<file path="src/rtl/pw_addr_ctrl_if.sv">
// Bus bundle for the pointwise-conv address controller: job configuration and
// handshake from the scheduler, and SRAM/PE-facing read, write and status outputs.
interface pw_addr_ctrl_if #(
  parameter int W_ADDR_W  = 10,
  parameter int D_RADDR_W = 13,
  parameter int D_WADDR_W = 14,
  parameter int CH_W      = 4,
  parameter int FN_W      = 6,
  parameter int WIN_W     = 14,
  parameter int B_ADDR_W  = 6
);
  logic                 start;
  logic [W_ADDR_W-1:0]  w_base;
  logic [CH_W-1:0]      ch_groups;
  logic [FN_W-1:0]      filt_groups;
  logic [WIN_W-1:0]     win_size;
  logic [D_WADDR_W-1:0] wr_base;
  logic                 stall;
  logic                 act_valid;

  logic [W_ADDR_W-1:0]  w_addr;
  logic                 w_rd_en;
  logic [D_RADDR_W-1:0] d_rd_addr;
  logic                 d_rd_en;
  logic                 acc_clear;
  logic                 acc_last;
  logic [D_WADDR_W-1:0] d_wr_addr;
  logic                 d_wr_en;
  logic [B_ADDR_W-1:0]  b_addr;
  logic                 b_rd_en;
  logic                 busy;
  logic                 done;
  logic                 cfg_err;

  modport master (
    output start, w_base, ch_groups, filt_groups, win_size, wr_base, stall, act_valid,
    input  w_addr, w_rd_en, d_rd_addr, d_rd_en, acc_clear, acc_last,
    input  d_wr_addr, d_wr_en, b_addr, b_rd_en, busy, done, cfg_err
  );

  modport slave (
    input  start, w_base, ch_groups, filt_groups, win_size, wr_base, stall, act_valid,
    output w_addr, w_rd_en, d_rd_addr, d_rd_en, acc_clear, acc_last,
    output d_wr_addr, d_wr_en, b_addr, b_rd_en, busy, done, cfg_err
  );
endinterface

</file>
<file path="src/rtl/pw_addr_ctrl.sv">
// Pointwise-conv read/write address sequencer (ch innermost, then pixel, then filter group).
// Define PW_BIAS_ADDR_EN to build the per-filter-group bias fetch; otherwise b_* stay 0.
//
// state   | meaning
// --------+-----------------------------------------------------------
// S_IDLE  | waiting for start; config checked and latched on start
// S_RUN   | issuing one weight/feature read per non-stalled cycle
// S_DRAIN | reads finished, waiting for all activation writes
// S_DONE  | one-cycle done pulse, then back to idle
module pw_addr_ctrl #(
  parameter int W_ADDR_W  = 10,
  parameter int D_RADDR_W = 13,
  parameter int D_WADDR_W = 14,
  parameter int CH_W      = 4,
  parameter int FN_W      = 6,
  parameter int WIN_W     = 14,
  parameter int B_ADDR_W  = 6
) (
  input logic          clk,
  input logic          rst,
  pw_addr_ctrl_if.slave bus
);
  localparam int CNT_W = WIN_W + FN_W;

  typedef enum logic [1:0] {
    S_IDLE  = 2'd0,
    S_RUN   = 2'd1,
    S_DRAIN = 2'd2,
    S_DONE  = 2'd3
  } state_t;

  state_t state_q, state_d;

  logic [CH_W-1:0]      chg_q, ch_q, nxt_ch;
  logic [WIN_W-1:0]     win_q, pix_q, nxt_pix, pix_inc;
  logic [FN_W-1:0]      fng_q, filt_q, nxt_filt;
  logic [W_ADDR_W-1:0]  w_fbase_q, nxt_fbase, w_addr_q, nxt_w;
  logic [D_RADDR_W-1:0] d_rd_addr_q, nxt_d;
  logic [D_WADDR_W-1:0] wr_base_q, d_wr_addr_q;
  logic [CNT_W-1:0]     wr_cnt_q, wr_total_q;
  logic rd_en_q, rd_last_q, acc_clear_q, acc_last_q, d_wr_en_q;
  logic busy_q, done_q, cfg_err_q;
  logic cfg_bad, accept, advance, ch_last, pix_last;
  logic nxt_ch_last, nxt_grp_first, nxt_all_last;

  assign cfg_bad = (bus.ch_groups == '0) || (bus.filt_groups == '0) || (bus.win_size == '0);
  assign accept  = (state_q == S_IDLE) && bus.start && !cfg_bad;
  // rd_last_q marks that the read on the outputs is the final one of the job
  assign advance = (state_q == S_RUN) && !bus.stall && !rd_last_q;

  assign ch_last       = (ch_q == chg_q - CH_W'(1));
  assign pix_last      = (pix_q == win_q - WIN_W'(1));
  assign pix_inc       = pix_q + WIN_W'(1);
  assign nxt_ch_last   = (nxt_ch == chg_q - CH_W'(1));
  assign nxt_grp_first = (nxt_ch == '0) && (nxt_pix == '0);
  assign nxt_all_last  = nxt_ch_last && (nxt_pix == win_q - WIN_W'(1)) &&
                         (nxt_filt == fng_q - FN_W'(1));

  // Running-base address stepping: no multipliers, wraps at port width.
  always_comb begin
    nxt_ch    = ch_q + CH_W'(1);
    nxt_pix   = pix_q;
    nxt_filt  = filt_q;
    nxt_fbase = w_fbase_q;
    nxt_w     = w_addr_q + W_ADDR_W'(1);
    nxt_d     = d_rd_addr_q + D_RADDR_W'(win_q);
    if (ch_last) begin
      nxt_ch  = '0;
      nxt_pix = pix_inc;
      nxt_w   = w_fbase_q;
      nxt_d   = D_RADDR_W'(pix_inc);
      if (pix_last) begin
        nxt_pix   = '0;
        nxt_filt  = filt_q + FN_W'(1);
        nxt_fbase = w_fbase_q + W_ADDR_W'(chg_q);
        nxt_w     = w_fbase_q + W_ADDR_W'(chg_q);
        nxt_d     = '0;
      end
    end
  end

  always_comb begin
    state_d = state_q;
    case (state_q)
      S_IDLE:  if (accept) state_d = S_RUN;
      S_RUN:   if (rd_last_q) state_d = S_DRAIN;
      S_DRAIN: if (wr_cnt_q == wr_total_q) state_d = S_DONE;
      S_DONE:  state_d = S_IDLE;
      default: state_d = S_IDLE;
    endcase
  end

  always_ff @(posedge clk or negedge rst) begin
    if (!rst) begin
      state_q     <= S_IDLE;
      busy_q      <= 1'b0;
      done_q      <= 1'b0;
      cfg_err_q   <= 1'b0;
      chg_q       <= '0;
      fng_q       <= '0;
      win_q       <= '0;
      wr_base_q   <= '0;
      ch_q        <= '0;
      pix_q       <= '0;
      filt_q      <= '0;
      w_fbase_q   <= '0;
      w_addr_q    <= '0;
      d_rd_addr_q <= '0;
      rd_en_q     <= 1'b0;
      rd_last_q   <= 1'b0;
      acc_clear_q <= 1'b0;
      acc_last_q  <= 1'b0;
      wr_total_q  <= '0;
    end else begin
      state_q     <= state_d;
      busy_q      <= (state_d != S_IDLE);
      done_q      <= (state_d == S_DONE);
      cfg_err_q   <= (state_q == S_IDLE) && bus.start && cfg_bad;
      rd_en_q     <= 1'b0;
      acc_clear_q <= 1'b0;
      acc_last_q  <= 1'b0;
      if (accept) begin
        chg_q       <= bus.ch_groups;
        fng_q       <= bus.filt_groups;
        win_q       <= bus.win_size;
        wr_base_q   <= bus.wr_base;
        ch_q        <= '0;
        pix_q       <= '0;
        filt_q      <= '0;
        w_fbase_q   <= bus.w_base;
        w_addr_q    <= bus.w_base;
        d_rd_addr_q <= '0;
        rd_en_q     <= 1'b1;
        acc_clear_q <= 1'b1;
        acc_last_q  <= (bus.ch_groups == CH_W'(1));
        rd_last_q   <= (bus.ch_groups == CH_W'(1)) && (bus.win_size == WIN_W'(1)) &&
                       (bus.filt_groups == FN_W'(1));
        wr_total_q  <= CNT_W'(bus.win_size);
      end else if (advance) begin
        ch_q        <= nxt_ch;
        pix_q       <= nxt_pix;
        filt_q      <= nxt_filt;
        w_fbase_q   <= nxt_fbase;
        w_addr_q    <= nxt_w;
        d_rd_addr_q <= nxt_d;
        rd_en_q     <= 1'b1;
        acc_clear_q <= (nxt_ch == '0);
        acc_last_q  <= nxt_ch_last;
        rd_last_q   <= nxt_all_last;
        // expected write total grows by one window per filter group entered
        if (nxt_grp_first) wr_total_q <= wr_total_q + CNT_W'(win_q);
      end
    end
  end

  always_ff @(posedge clk or negedge rst) begin
    if (!rst) begin
      wr_cnt_q    <= '0;
      d_wr_en_q   <= 1'b0;
      d_wr_addr_q <= '0;
    end else begin
      d_wr_en_q <= 1'b0;
      if (accept) begin
        wr_cnt_q <= '0;
      end else if ((state_q != S_IDLE) && bus.act_valid) begin
        d_wr_en_q   <= 1'b1;
        d_wr_addr_q <= wr_base_q + D_WADDR_W'(wr_cnt_q);
        wr_cnt_q    <= wr_cnt_q + CNT_W'(1);
      end
    end
  end

`ifdef PW_BIAS_ADDR_EN
  logic [B_ADDR_W-1:0] b_addr_q;
  logic                b_rd_en_q;

  always_ff @(posedge clk or negedge rst) begin
    if (!rst) begin
      b_addr_q  <= '0;
      b_rd_en_q <= 1'b0;
    end else begin
      b_rd_en_q <= 1'b0;
      if (accept) begin
        b_rd_en_q <= 1'b1;
        b_addr_q  <= '0;
      end else if (advance && nxt_grp_first) begin
        b_rd_en_q <= 1'b1;
        b_addr_q  <= B_ADDR_W'(nxt_filt);
      end
    end
  end

  assign bus.b_addr  = b_addr_q;
  assign bus.b_rd_en = b_rd_en_q;
`else
  assign bus.b_addr  = '0;
  assign bus.b_rd_en = 1'b0;
`endif

  assign bus.w_addr    = w_addr_q;
  assign bus.w_rd_en   = rd_en_q;
  assign bus.d_rd_addr = d_rd_addr_q;
  assign bus.d_rd_en   = rd_en_q;
  assign bus.acc_clear = acc_clear_q;
  assign bus.acc_last  = acc_last_q;
  assign bus.d_wr_addr = d_wr_addr_q;
  assign bus.d_wr_en   = d_wr_en_q;
  assign bus.busy      = busy_q;
  assign bus.done      = done_q;
  assign bus.cfg_err   = cfg_err_q;
endmodule

</file>
<file path="src/flat_wrapper.sv">
// flat-port wrapper written by rule: the top's interface ports become plain ports
module pw_addr_ctrl_flat 
#(
  parameter int W_ADDR_W  = 10,
  parameter int D_RADDR_W = 13,
  parameter int D_WADDR_W = 14,
  parameter int CH_W      = 4,
  parameter int FN_W      = 6,
  parameter int WIN_W     = 14,
  parameter int B_ADDR_W  = 6
)
  (clk, rst, bus_start, bus_w_base, bus_ch_groups, bus_filt_groups, bus_win_size, bus_wr_base, bus_stall, bus_act_valid, bus_w_addr, bus_w_rd_en, bus_d_rd_addr, bus_d_rd_en, bus_acc_clear, bus_acc_last, bus_d_wr_addr, bus_d_wr_en, bus_b_addr, bus_b_rd_en, bus_busy, bus_done, bus_cfg_err);
  pw_addr_ctrl_if #(.W_ADDR_W(W_ADDR_W), .D_RADDR_W(D_RADDR_W), .D_WADDR_W(D_WADDR_W), .CH_W(CH_W), .FN_W(FN_W), .WIN_W(WIN_W), .B_ADDR_W(B_ADDR_W)) bus_i ();
  input logic clk;
  input logic rst;
  input wire logic [$bits(bus_i.start)-1:0] bus_start;
  input wire logic [$bits(bus_i.w_base)-1:0] bus_w_base;
  input wire logic [$bits(bus_i.ch_groups)-1:0] bus_ch_groups;
  input wire logic [$bits(bus_i.filt_groups)-1:0] bus_filt_groups;
  input wire logic [$bits(bus_i.win_size)-1:0] bus_win_size;
  input wire logic [$bits(bus_i.wr_base)-1:0] bus_wr_base;
  input wire logic [$bits(bus_i.stall)-1:0] bus_stall;
  input wire logic [$bits(bus_i.act_valid)-1:0] bus_act_valid;
  output wire logic [$bits(bus_i.w_addr)-1:0] bus_w_addr;
  output wire logic [$bits(bus_i.w_rd_en)-1:0] bus_w_rd_en;
  output wire logic [$bits(bus_i.d_rd_addr)-1:0] bus_d_rd_addr;
  output wire logic [$bits(bus_i.d_rd_en)-1:0] bus_d_rd_en;
  output wire logic [$bits(bus_i.acc_clear)-1:0] bus_acc_clear;
  output wire logic [$bits(bus_i.acc_last)-1:0] bus_acc_last;
  output wire logic [$bits(bus_i.d_wr_addr)-1:0] bus_d_wr_addr;
  output wire logic [$bits(bus_i.d_wr_en)-1:0] bus_d_wr_en;
  output wire logic [$bits(bus_i.b_addr)-1:0] bus_b_addr;
  output wire logic [$bits(bus_i.b_rd_en)-1:0] bus_b_rd_en;
  output wire logic [$bits(bus_i.busy)-1:0] bus_busy;
  output wire logic [$bits(bus_i.done)-1:0] bus_done;
  output wire logic [$bits(bus_i.cfg_err)-1:0] bus_cfg_err;
  assign bus_i.start = bus_start;
  assign bus_i.w_base = bus_w_base;
  assign bus_i.ch_groups = bus_ch_groups;
  assign bus_i.filt_groups = bus_filt_groups;
  assign bus_i.win_size = bus_win_size;
  assign bus_i.wr_base = bus_wr_base;
  assign bus_i.stall = bus_stall;
  assign bus_i.act_valid = bus_act_valid;
  assign bus_w_addr = bus_i.w_addr;
  assign bus_w_rd_en = bus_i.w_rd_en;
  assign bus_d_rd_addr = bus_i.d_rd_addr;
  assign bus_d_rd_en = bus_i.d_rd_en;
  assign bus_acc_clear = bus_i.acc_clear;
  assign bus_acc_last = bus_i.acc_last;
  assign bus_d_wr_addr = bus_i.d_wr_addr;
  assign bus_d_wr_en = bus_i.d_wr_en;
  assign bus_b_addr = bus_i.b_addr;
  assign bus_b_rd_en = bus_i.b_rd_en;
  assign bus_busy = bus_i.busy;
  assign bus_done = bus_i.done;
  assign bus_cfg_err = bus_i.cfg_err;
  pw_addr_ctrl #(.W_ADDR_W(W_ADDR_W), .D_RADDR_W(D_RADDR_W), .D_WADDR_W(D_WADDR_W), .CH_W(CH_W), .FN_W(FN_W), .WIN_W(WIN_W), .B_ADDR_W(B_ADDR_W)) u_core (.clk(clk), .rst(rst), .bus(bus_i));
endmodule
</file>
<file path="config.mk">
export PLATFORM = sky130hd
export DESIGN_NAME = pw_addr_ctrl_flat
export DESIGN_NICKNAME = d
export VERILOG_FILES = /design/src/rtl/pw_addr_ctrl_if.sv /design/src/rtl/pw_addr_ctrl.sv /design/src/flat_wrapper.sv
export SDC_FILE = /design/constraint.sdc
export NUM_CORES = 1
export LEC_CHECK = 0
export ABC_AREA = 1
export BUFFER_PORTS_ARGS = -buffer_cell sky130_fd_sc_hd__buf_4
export CAP_MARGIN = 25
export CORE_MARGIN = 4
export CORE_UTILIZATION = 51
export CTS_CLUSTER_DIAMETER = 200
export DETAILED_ROUTE_END_ITERATION = 7
export HOLD_SLACK_MARGIN = 0.02
export PLACE_DENSITY = 0.7
export SLEW_MARGIN = 15
export SYNTH_ARGS = -nofsm -noshare
export SYNTH_HDL_FRONTEND = slang
export SYNTH_SLANG_ARGS = --single-unit
</file>
<file path="constraint.sdc">
create_clock -name clk -period 7.7 [get_ports clk]
set_input_delay 2.31 -clock clk [delete_from_list [all_inputs] [get_ports clk]]
set_output_delay 2.31 -clock clk [all_outputs]
set_load 0.01 [all_outputs]
</file>
==> impl_metrics.json, run 1 <==
{
  "tns_ps": 0,
  "p_leak_nw": 6.621,
  "die_x_um": 158.5,
  "dp_hpwl_um": 24370,
  "floorplan.io_pins": 105,
  "min_period_over_period_pct": 61.13,
  "synth_seq_cells": 159,
  "avgSynthCellArea_sq_um": 7.181,
  "grt_overflow": 0,
  "critPathArrivalTime_ps": 5030,
  "end_kind": "flop",
  "drt-vias-per-instance": 5.555,
  "dieArea_sq_mm": 0.02513,
  "hold_buffers": 0,
  "drcViolationCount": 0,
  "cts_tree": "built",
  "io_buffer_count": 97,
  "grt_usage_pct": 26.80,
  "min_period_ps": 4707,
  "clock_latency_ps": 430,
  "synth_top_area_cell": "dfrtp_1",
  "path_clk_slew_ps": 70,
  "clock_tree.htree_level_count": 4,
  "dr.pass1.iters": 5,
  "gp_congestion": 0.9469,
  "worst_setup_path_start_kind": "primary input",
  "status": "complete, no violations",
  "setup_viol": 0,
  "crit_top_cell": "nand2_1",
  "max-slew-margin-rel_pct": 46.82,
  "skew_ps": 11.15,
  "grt_pass1_wl_um": 53900,
  "nFillCells": 2060,
  "drv_cap": 0,
  "max_freq_ghz": 0.2124,
  "initialDrtViolationCount": 782,
  "yosys-top-cells-area": "dfrtp_1 (34%), nand2_1 (15%), inv_1 (5.8%)",
  "layout_common_cells": "nand2_1 (458), inv_1 (180), dfrtp_1 (159)",
  "multi_input_area_sq_mm": 0.006583,
  "yosysWarnings": 0,
  "synth_area_sq_mm": 0.01155,
  "post-cts-setup-buffer-count": 0,
  "cts_max_path_buffers": 2,
  "area_delta_synth_final_pct": 12.84,
  "tightest_slew_ps": 796.6,
  "hold_start": "u_core.wr_base_q[11]",
  "hold_violations": 0,
  "wl_per_cell_um": 16.54,
  "rsz0062_at_grt": "no",
  "grt_max_degree": 108,
  "die_h_um": 158.5,
  "synth_ff_type": "dfrtp_1",
  "cts_resized": 0,
  "root_buffer": "clkbuf_16",
  "synth_edf_count": 0,
  "post_route_cells_drive_above_1_share_pct": 11.98,
  "start_util_pct": 52.46,
  "async_flop_share_pct": 100.0,
  "cts_sinks": 159,
  "p_total_mw": 5.727,
  "syn_inst": 1609,
  "final_common_cell": "nand2_1",
  "r2r-start": "u_core.win_q[0]",
  "worstSetupPathType": "in2reg",
  "wirelength_um": 32810,
  "finalMaxSlewViolations": 0,
  "fin_area_sq_mm": 0.01304,
  "holdCritPathClass": "reg2reg",
  "seq_area_frac_synth_pct": 34.43,
  "antenna_found_initial": 0,
  "path_buf_inv": 2,
  "cp.required_ps": 8020,
  "grt_pass1_vias": 10720,
  "cpPeakStageDelay_ps": 440,
  "synth_top_cell_area_share_pct": 34.43,
  "rows": 54,
  "regArea_sq_mm": 0.003979,
  "ant_nets": 0,
  "path_delay_family": "simple AND/OR/NAND/NOR gates",
  "power.density_mw_per_mm2": 439.2,
  "crit_chain": "buf_4, nand2_1, nor3_1, inv_1, nor2_1, nand2_1, nor2_1, nand2_1, nor3b_1, nand2_1, nor2_1, nand3_1, nor3_1, nand3_1, o21ai_0, a21oi_1",
  "crit_fanout": 27,
  "postPlaceCellArea_sq_mm": 0.01242,
  "setup.worst_path.start": "bus_act_valid",
  "ir_worst_vdd_mv": 0.1905,
  "core_region_area_sq_mm": 0.02203,
  "cts_made_buffers": 17,
  "num_antenna_cells": 0,
  "cp_slowest_cell": "nand2_1",
  "ys_types": 63,
  "fin_nets": 1798,
  "vias": 11020
}
-- worst min-delay path, stage by stage (launching register included) --
cell,delay (ps)
dfrtp_1,350
nand2_1,50
nand2_1,50
-- flip-flops by register name, indices dropped and copies added (netlist names), 2 cells and up --
name / count
u_core.pix_q: 14
u_core.bus.d_wr_addr: 14
u_core.win_q: 14
u_core.chg_q: 4
u_core.wr_cnt_q: 20
u_core.bus.w_addr: 10
u_core.ch_q: 4
u_core.wr_base_q: 14
u_core.state_q: 2
u_core.filt_q: 6
u_core.fng_q: 6
u_core.w_fbase_q: 10
u_core.wr_total_q: 20
u_core.bus.d_rd_addr: 13
-- path summary, 6_finish.rpt --
| check | slack, ps | cells after the start | to |
|---|---|---|---|
| worst max-delay path | 2990 | 16 | u_core.wr_cnt_q[18] |
| worst min-delay path | 490 | 2 | u_core.wr_base_q[11] |
| worst max register to register | 3160 | 22 | u_core.wr_total_q[8] |
| worst min register to register | 490 | 2 | u_core.wr_base_q[11] |
| max in group asynchronous | 4520 | 3 | u_core.w_fbase_q[2] |
| min in group asynchronous | 1740 | 1 | u_core.wr_total_q[14] |
-- cell type report --
class | instances | area share (%)
Sequential cell | 159 | 30.52
Tap cell | 280 | 2.687
Inverter | 187 | 5.403
Timing Repair Buffer | 107 | 6.343
Clock buffer | 20 | 3.426
Clock inverter | 12 | 1.142
Multi-Input combinational cell | 1218 | 50.48
-- kinds of logic after synthesis --
logic type | count (synthesis) | synth area share (%)
AND/OR/NAND/NOR | 826 | 32.01
AO/OA/AOI/OAI | 255 | 12.59
flip-flops | 159 | 34.43
buffers and inverters | 238 | 8.890
multiplexers | 1 | 0.09745
other | 1 | 0.03245
XOR/XNOR | 74 | 5.728
adder cells (fa/ha/maj) | 55 | 6.215
-- power breakdown --
part	switching, mW	leakage, nW	internal [mW]
logic	2.12	4.29	1.21
clock network	0.377	0.289	0.496
registers	0.381	2.04	1.15
total	2.88	6.62	2.85
-- layer usage --
layer / GRT usage (%) / wire [um] / share of wire (%) / up-vias
li1: - / - / - / 5455
met1: 38.38 / 15380 / 47 / 5156
met2: 41.45 / 14580 / 44 / 342
met3: 4.322 / 1990 / 6.1 / 63
met4: 9.220 / 858 / 2.6 / 0
met5: 0 / 0 / 0 / -
-- synth_stat cells, drive strengths merged (2+ instances only) --
cell	count
a21boi	8
a21oi	67
a31oi	9
buf	22
clkbuf	29
clkinv	3
dfrtp	159
fa	4
ha	51
inv	184
nand2	477
nand3	127
nand3b	4
nand4	39
nor2	136
nor3	29
nor3b	4
nor4	4
o2111ai	4
o211ai	9
o21ai	113
o21bai	4
o221ai	6
o22ai	24
or2	4
or3	2
xnor2	22
xor2	51
-- per-stage QoR --
step | util [%] | hold WS [ps] | worst slack, ps | cells
4_1_cts | 59.07 | 492.5 | 3019 | 1982
3_5_place_dp | 56.37 | 472.5 | 2581 | 1950
6_report | 59.20 | 489.7 | 2993 | 1983
5_1_grt | 59.20 | 520.6 | 2500 | 1983
2_1_floorplan | - | 452.8 | 3494 | 1615
3_3_place_gp | 56.37 | 474.4 | 2692 | 1950
(Power assumes the default switching activity.)
==> run 2: changes to the inputs <==
==> constraint.sdc (replaced) <==
create_clock -name clk -period 4.4 [get_ports clk]
set_input_delay 1.32 -clock clk [delete_from_list [all_inputs] [get_ports clk]]
set_output_delay 1.32 -clock clk [all_outputs]
set_load 0.01 [all_outputs]
==> run 2 against run 1 <==
Compared with the run above: clock-buffer cell count fell by 2; non-clock buffer count up 2; clock skew rose by 2.9 ps; clock power grew 80%; sequential share of layout area down 0.084 points; die area unchanged; final area is 0.28% higher; flip-flop and latch count stayed put; global-route usage grew 0.42 points; combinational power is 77% higher; routed wire length rose by 2.7%; register-to-register slack got worse by 2600 ps.
==> impl_metrics.json, run 2 (synthesis results as in run 1) <==
{
  "antenna_found_initial": 0,
  "r2r_slack_ps": 530,
  "ir_worst_vdd_mv": 0.3455,
  "floorplan.io_pins": 105,
  "root_buffer": "clkbuf_16",
  "post-cts-setup-buffer-count": 0,
  "stdcell_count": 1985,
  "pwr-share-comb_pct": 58.1,
  "hold_buffers": 0,
  "cts_sinks": 159,
  "clock_tree.htree_level_count": 4,
  "grt_overflow": 0,
  "power_frac_seq_pct": 26.5,
  "dp_hpwl_um": 25000,
  "path_clk_slew_ps": 70,
  "dp_cells": 1953,
  "end_kind": "flop",
  "dp_slack_ps": 601.5,
  "skew_ps": 14.02,
  "intPower_mw": 5.010,
  "fin_nets": 1800,
  "rows": 54,
  "die_h_um": 158.5,
  "max_freq_ghz": 0.2587,
  "io_buffer_count": 97,
  "post_route_cells_drive_above_1_share_pct": 12.20,
  "p_leak_nw": 6.643,
  "dr.pass1.iters": 6,
  "holdCritPathClass": "reg2reg",
  "max-slew-margin-rel_pct": 43.28,
  "status": "complete, no violations",
  "finalWorstSetupSlack_ps": 534.4,
  "final_common_cell": "nand2_1",
  "grt_pass1_vias": 10460,
  "drcViolationCount": 0,
  "p_total_mw": 10.15,
  "tightest_slew_ps": 850.7,
  "crit_fanout": 22,
  "cp.required_ps": 4770,
  "critPathArrivalTime_ps": 4230,
  "worstSetupPathType": "reg2reg",
  "min_period_ps": 3866,
  "drt-vias-per-instance": 5.607,
  "setup_viol": 0,
  "area_delta_synth_final_pct": 13.16,
  "cts_tree": "built",
  "grt_pass1_wl_um": 54210,
  "num_antenna_cells": 0,
  "switching_share_pct": 50.63,
  "wl_per_cell_um": 16.97,
  "initialDrtViolationCount": 1080,
  "grt_max_degree": 80,
  "cts_made_buffers": 17,
  "gp_congestion": 1.007,
  "vias": 11130,
  "grt_usage_pct": 27.22,
  "ant_nets": 0,
  "post-route-util_pct": 59.36,
  "start_util_pct": 52.46,
  "cts_resized": 0,
  "finalMaxSlewViolations": 0,
  "rsz0062_at_grt": "no",
  "drv_cap": 0,
  "clock_latency_ps": 430,
  "clkPwrFrac_pct": 15.5,
  "tns_ps": 0,
  "min_period_over_period_pct": 87.85,
  "power.density_mw_per_mm2": 776.1,
  "dieArea_sq_mm": 0.02513,
  "layout_common_cells": "nand2_1 (458), inv_1 (180), dfrtp_1 (159)",
  "core_region_area_sq_mm": 0.02203,
  "hold_violations": 0,
  "wirelength_um": 33690,
  "p_sw_mw": 5.137,
  "top_regs": "u_core.wr_cnt_q (20), u_core.wr_total_q (20)",
  "die_x_um": 158.5,
  "worst_setup_path_start_kind": "flop",
  "cts_max_path_buffers": 2
}
## run 2: worst paths after layout
check / from / end / cells past startpoint
max in group asynchronous: rst / u_core.wr_base_q[6] / 2
min: u_core.bus.d_wr_addr[0] / u_core.bus.d_wr_addr[0] / 2
min in group asynchronous: rst / u_core.wr_total_q[16] / 1
min reg2reg: u_core.bus.d_wr_addr[0] / u_core.bus.d_wr_addr[0] / 2
max: u_core.win_q[1] / u_core.wr_total_q[2] / 20
max reg2reg: u_core.win_q[1] / u_core.wr_total_q[2] / 20
## run 2: power groups by stage
stage          combinational, mW  sequential, mW  clock, mW
4_1_cts                     5.84            2.67       1.59
3_5_place_dp                5.79            2.69          0
3_3_place_gp                5.72            2.68          0
6_report                    5.89            2.69       1.57
5_1_grt                     6.64            2.75       1.65
2_1_floorplan               4.32            2.53          0
## run 2: final cells by class
class                           instances  area [sq um]
Clock buffer                           18         439.2
Clock inverter                         14         172.7
Fill cell                            2049          8951
Inverter                              187         704.4
Multi-Input combinational cell       1218          6583
Sequential cell                       159          3979
Tap cell                              280         350.3
Timing Repair Buffer                  109         847.1
## run 2: through the flow
stage | hold slack, ps | area (sq um)
6_report | 488.1 | 13080
5_1_grt | 507.8 | 13080
4_1_cts | 490.3 | 13080
3_5_place_dp | 469.7 | 12460
3_3_place_gp | 468.1 | 12460
2_1_floorplan | 452.8 | 11580
## run 2: metal layers
layer	wire length [um]	global-route usage, %	part of all wire (%)
met5	0	0	0
met3	2368	4.730	7.0
met2	14960	42.66	44
met1	15430	38.67	46
met4	928	8.489	2.8
## run 2: worst max-delay path, cell delays in order, from the launching register on
cell	delay, ps
dfrtp_1	450
inv_1	180
ha_1	370
nand2_4	120
nor2_8	170
nand3_2	100
nand2_1	130
nand2_1	60
nand2_1	100
nand2_1	100
nor2_4	140
nand3_2	450
nand3_1	360
nand2_2	80
nor2_2	180
nand3_2	110
nor3_4	210
inv_4	160
nand2_4	180
nand2_1	70
nand2_1	60
==> run 3: changes to the inputs <==
--- a/config.mk
+++ b/config.mk
@@ -10,9 +10,11 @@
 export CAP_MARGIN = 25
 export CORE_MARGIN = 4
 export CORE_UTILIZATION = 51
+export CTS_BUF_LIST = sky130_fd_sc_hd__clkbuf_16
 export CTS_CLUSTER_DIAMETER = 200
 export DETAILED_ROUTE_END_ITERATION = 7
 export HOLD_SLACK_MARGIN = 0.02
+export MAX_ROUTING_LAYER = met4
 export PLACE_DENSITY = 0.7
 export SLEW_MARGIN = 15
 export SYNTH_ARGS = -nofsm -noshare
==> run 3 against run 2 <==
Compared with the run above: register-to-register slack improved by 20 ps; worst hold slack improved by 4.3 ps; global-route usage increased by 0.54 points; utilization unchanged; sequential share of layout area unchanged; worst setup slack improved by 24 ps; via count decreased by 0.36%; critical endpoint is now u_core.wr_total_q[4]; largest power group unchanged; clock skew increased by 3.5 ps; critical path type unchanged; highest routed layer unchanged.
==> impl_metrics.json, run 3 (synthesis results as in run 1) <==
{
  "pwr-share-comb_pct": 58.1,
  "holdCritPathClass": "reg2reg",
  "post_route_cells_drive_above_1_share_pct": 12.19,
  "tns_ps": 0,
  "clock_latency_ps": 440,
  "crit_fanout": 22,
  "skew_ps": 17.48,
  "critPathArrivalTime_ps": 4200,
  "grt_usage_pct": 27.76,
  "root_buffer": "clkbuf_16",
  "die_h_um": 158.5,
  "hold_violations": 0,
  "dr.pass1.iters": 6,
  "crit_top_cell": "nand2_1",
  "worst_setup_path_start_kind": "flop",
  "met2_usage_pct": 41.82,
  "drt-vias-per-instance": 5.584,
  "gp_congestion": 1.003,
  "use_met3_pct": 4.186,
  "fin_nets": 1801,
  "rows": 54,
  "status": "complete, no violations",
  "cp_slowest_cell": "dfrtp_1",
  "min_period_over_period_pct": 87.30,
  "tightest_slew_ps": 943.8,
  "cts_max_path_buffers": 2,
  "crit_chain": "inv_1, ha_1, nand2_4, nor2_8, nand3_2, nand2_1, nand2_1, nand2_1, nand2_1, nor2_4, nand3_2, buf_4, nand3_2, nand2_1, inv_1, nand3_2, nor3_4, inv_4, nand2_4, nand2_1, nand2_1",
  "dieArea_sq_mm": 0.02513,
  "grt_max_degree": 95,
  "grt_pass1_wl_um": 53810,
  "io_buffer_count": 97,
  "dp_slack_ps": 643.0,
  "layout_common_cells": "nand2_1 (458), inv_1 (181), dfrtp_1 (159)",
  "finalMaxSlewViolations": 0,
  "switching_share_pct": 50.62,
  "post-cts-setup-buffer-count": 0,
  "core_region_area_sq_mm": 0.02203,
  "hold_buffers": 0,
  "dp_cells": 1954,
  "post-route-util_pct": 59.36,
  "busiest_layer": "met2",
  "cts_tree": "built",
  "vias": 11090,
  "p_sw_mw": 5.120,
  "cts_sinks": 159,
  "clock_tree.htree_level_count": 4,
  "clkPwrFrac_pct": 15.4,
  "cts_resized": 0,
  "worstSetupPathType": "reg2reg",
  "cp.required_ps": 4760,
  "rsz0062_at_grt": "no",
  "grt_pass1_vias": 10460,
  "path_clk_slew_ps": 70,
  "cts_made_buffers": 17,
  "area_delta_synth_final_pct": 13.16,
  "wirelength_um": 33570,
  "dp_hpwl_um": 24900,
  "num_antenna_cells": 0,
  "cpPeakStageDelay_ps": 450,
  "globalRouteMet1Util_pct": 39.23,
  "max_freq_ghz": 0.2603,
  "final_common_cell": "nand2_1",
  "power_frac_seq_pct": 26.6,
  "grt_overflow": 0,
  "finalWorstSetupSlack_ps": 558.8,
  "start_util_pct": 52.46,
  "drv_cap": 0,
  "p_leak_nw": 6.647,
  "nFillCells": 2111,
  "antenna_found_initial": 0,
  "max-slew-margin-rel_pct": 37.08,
  "stdcell_count": 1986,
  "power.density_mw_per_mm2": 773.6,
  "ir_worst_vdd_mv": 0.4107,
  "min_period_ps": 3841,
  "setup_viol": 0,
  "floorplan.io_pins": 105,
  "drcViolationCount": 0,
  "intPower_mw": 4.994,
  "die_x_um": 158.5,
  "wl_per_cell_um": 16.90,
  "initialDrtViolationCount": 1075,
  "end_kind": "flop",
  "top_regs": "u_core.wr_cnt_q (20), u_core.wr_total_q (20)",
  "ant_nets": 0
}
run 3: cell count changes in the layout (fill, tap and decap cells not counted):
cell	previous run	this run
clkbuf_8	1	0
inv_8	2	3
inv_1	180	181
inv_6	4	3
buf_4	106	107
run 3: per-layer routing:
metal / routed length, um / part of all wire (%)
met1: 15850 / 47
met2: 15000 / 45
met3: 2025 / 6.0
met4: 702 / 2.1
met5: 0 / 0
run 3: final timing paths:
| check | cells past startpoint | startpoint | slack, ps | to |
|---|---|---|---|---|
| min | 2 | u_core.bus.d_wr_addr[0] | 490 | u_core.bus.d_wr_addr[0] |
| min in group asynchronous | 1 | rst | 960 | u_core.wr_total_q[12] |
| min reg2reg | 2 | u_core.bus.d_wr_addr[0] | 490 | u_core.bus.d_wr_addr[0] |
| max in group asynchronous | 2 | rst | 2660 | u_core.bus.d_rd_addr[6] |
| max | 21 | u_core.win_q[1] | 560 | u_core.wr_total_q[4] |
| max reg2reg | 21 | u_core.win_q[1] | 560 | u_core.wr_total_q[4] |
run 3: metrics by stage:
stage | instance area, sq um | total power [mW] | hold WS [ps]
4_1_cts | 13080 | 10.08 | 492.8
3_5_place_dp | 12470 | 8.459 | 466.6
5_1_grt | 13080 | 10.98 | 519.1
2_1_floorplan | 11580 | 6.852 | 452.8
6_report | 13080 | 10.11 | 492.4
3_3_place_gp | 12470 | 8.406 | 468.5
run 3: layout make-up:
class / instances / area (sq um) / area share (%)
Clock buffer: 17 / 425.4 / 3.254
Clock inverter: 15 / 178.9 / 1.368
Inverter: 187 / 704.4 / 5.388
Multi-Input combinational cell: 1218 / 6583 / 50.34
Sequential cell: 159 / 3979 / 30.43
Tap cell: 280 / 350.3 / 2.679
Timing Repair Buffer: 110 / 854.6 / 6.536
run 3: power groups by stage:
| stage | Clock (mW) | Sequential [mW] | Combinational [mW] |
|---|---|---|---|
| floorplan | 0 | 2.53 | 4.32 |
| detailed placement | 0 | 2.68 | 5.78 |
| global route | 1.65 | 2.75 | 6.58 |
| global placement | 0 | 2.68 | 5.73 |
| CTS | 1.58 | 2.67 | 5.83 |
| finish | 1.55 | 2.69 | 5.87 |
run 3: critical path: cells and delay by family (launching register included):
kind,cells,cell delay [ps]
DFF,1,450
adders and majority gates,1,360
and+or+nand+nor,16,2150
buffers and inverters,4,790
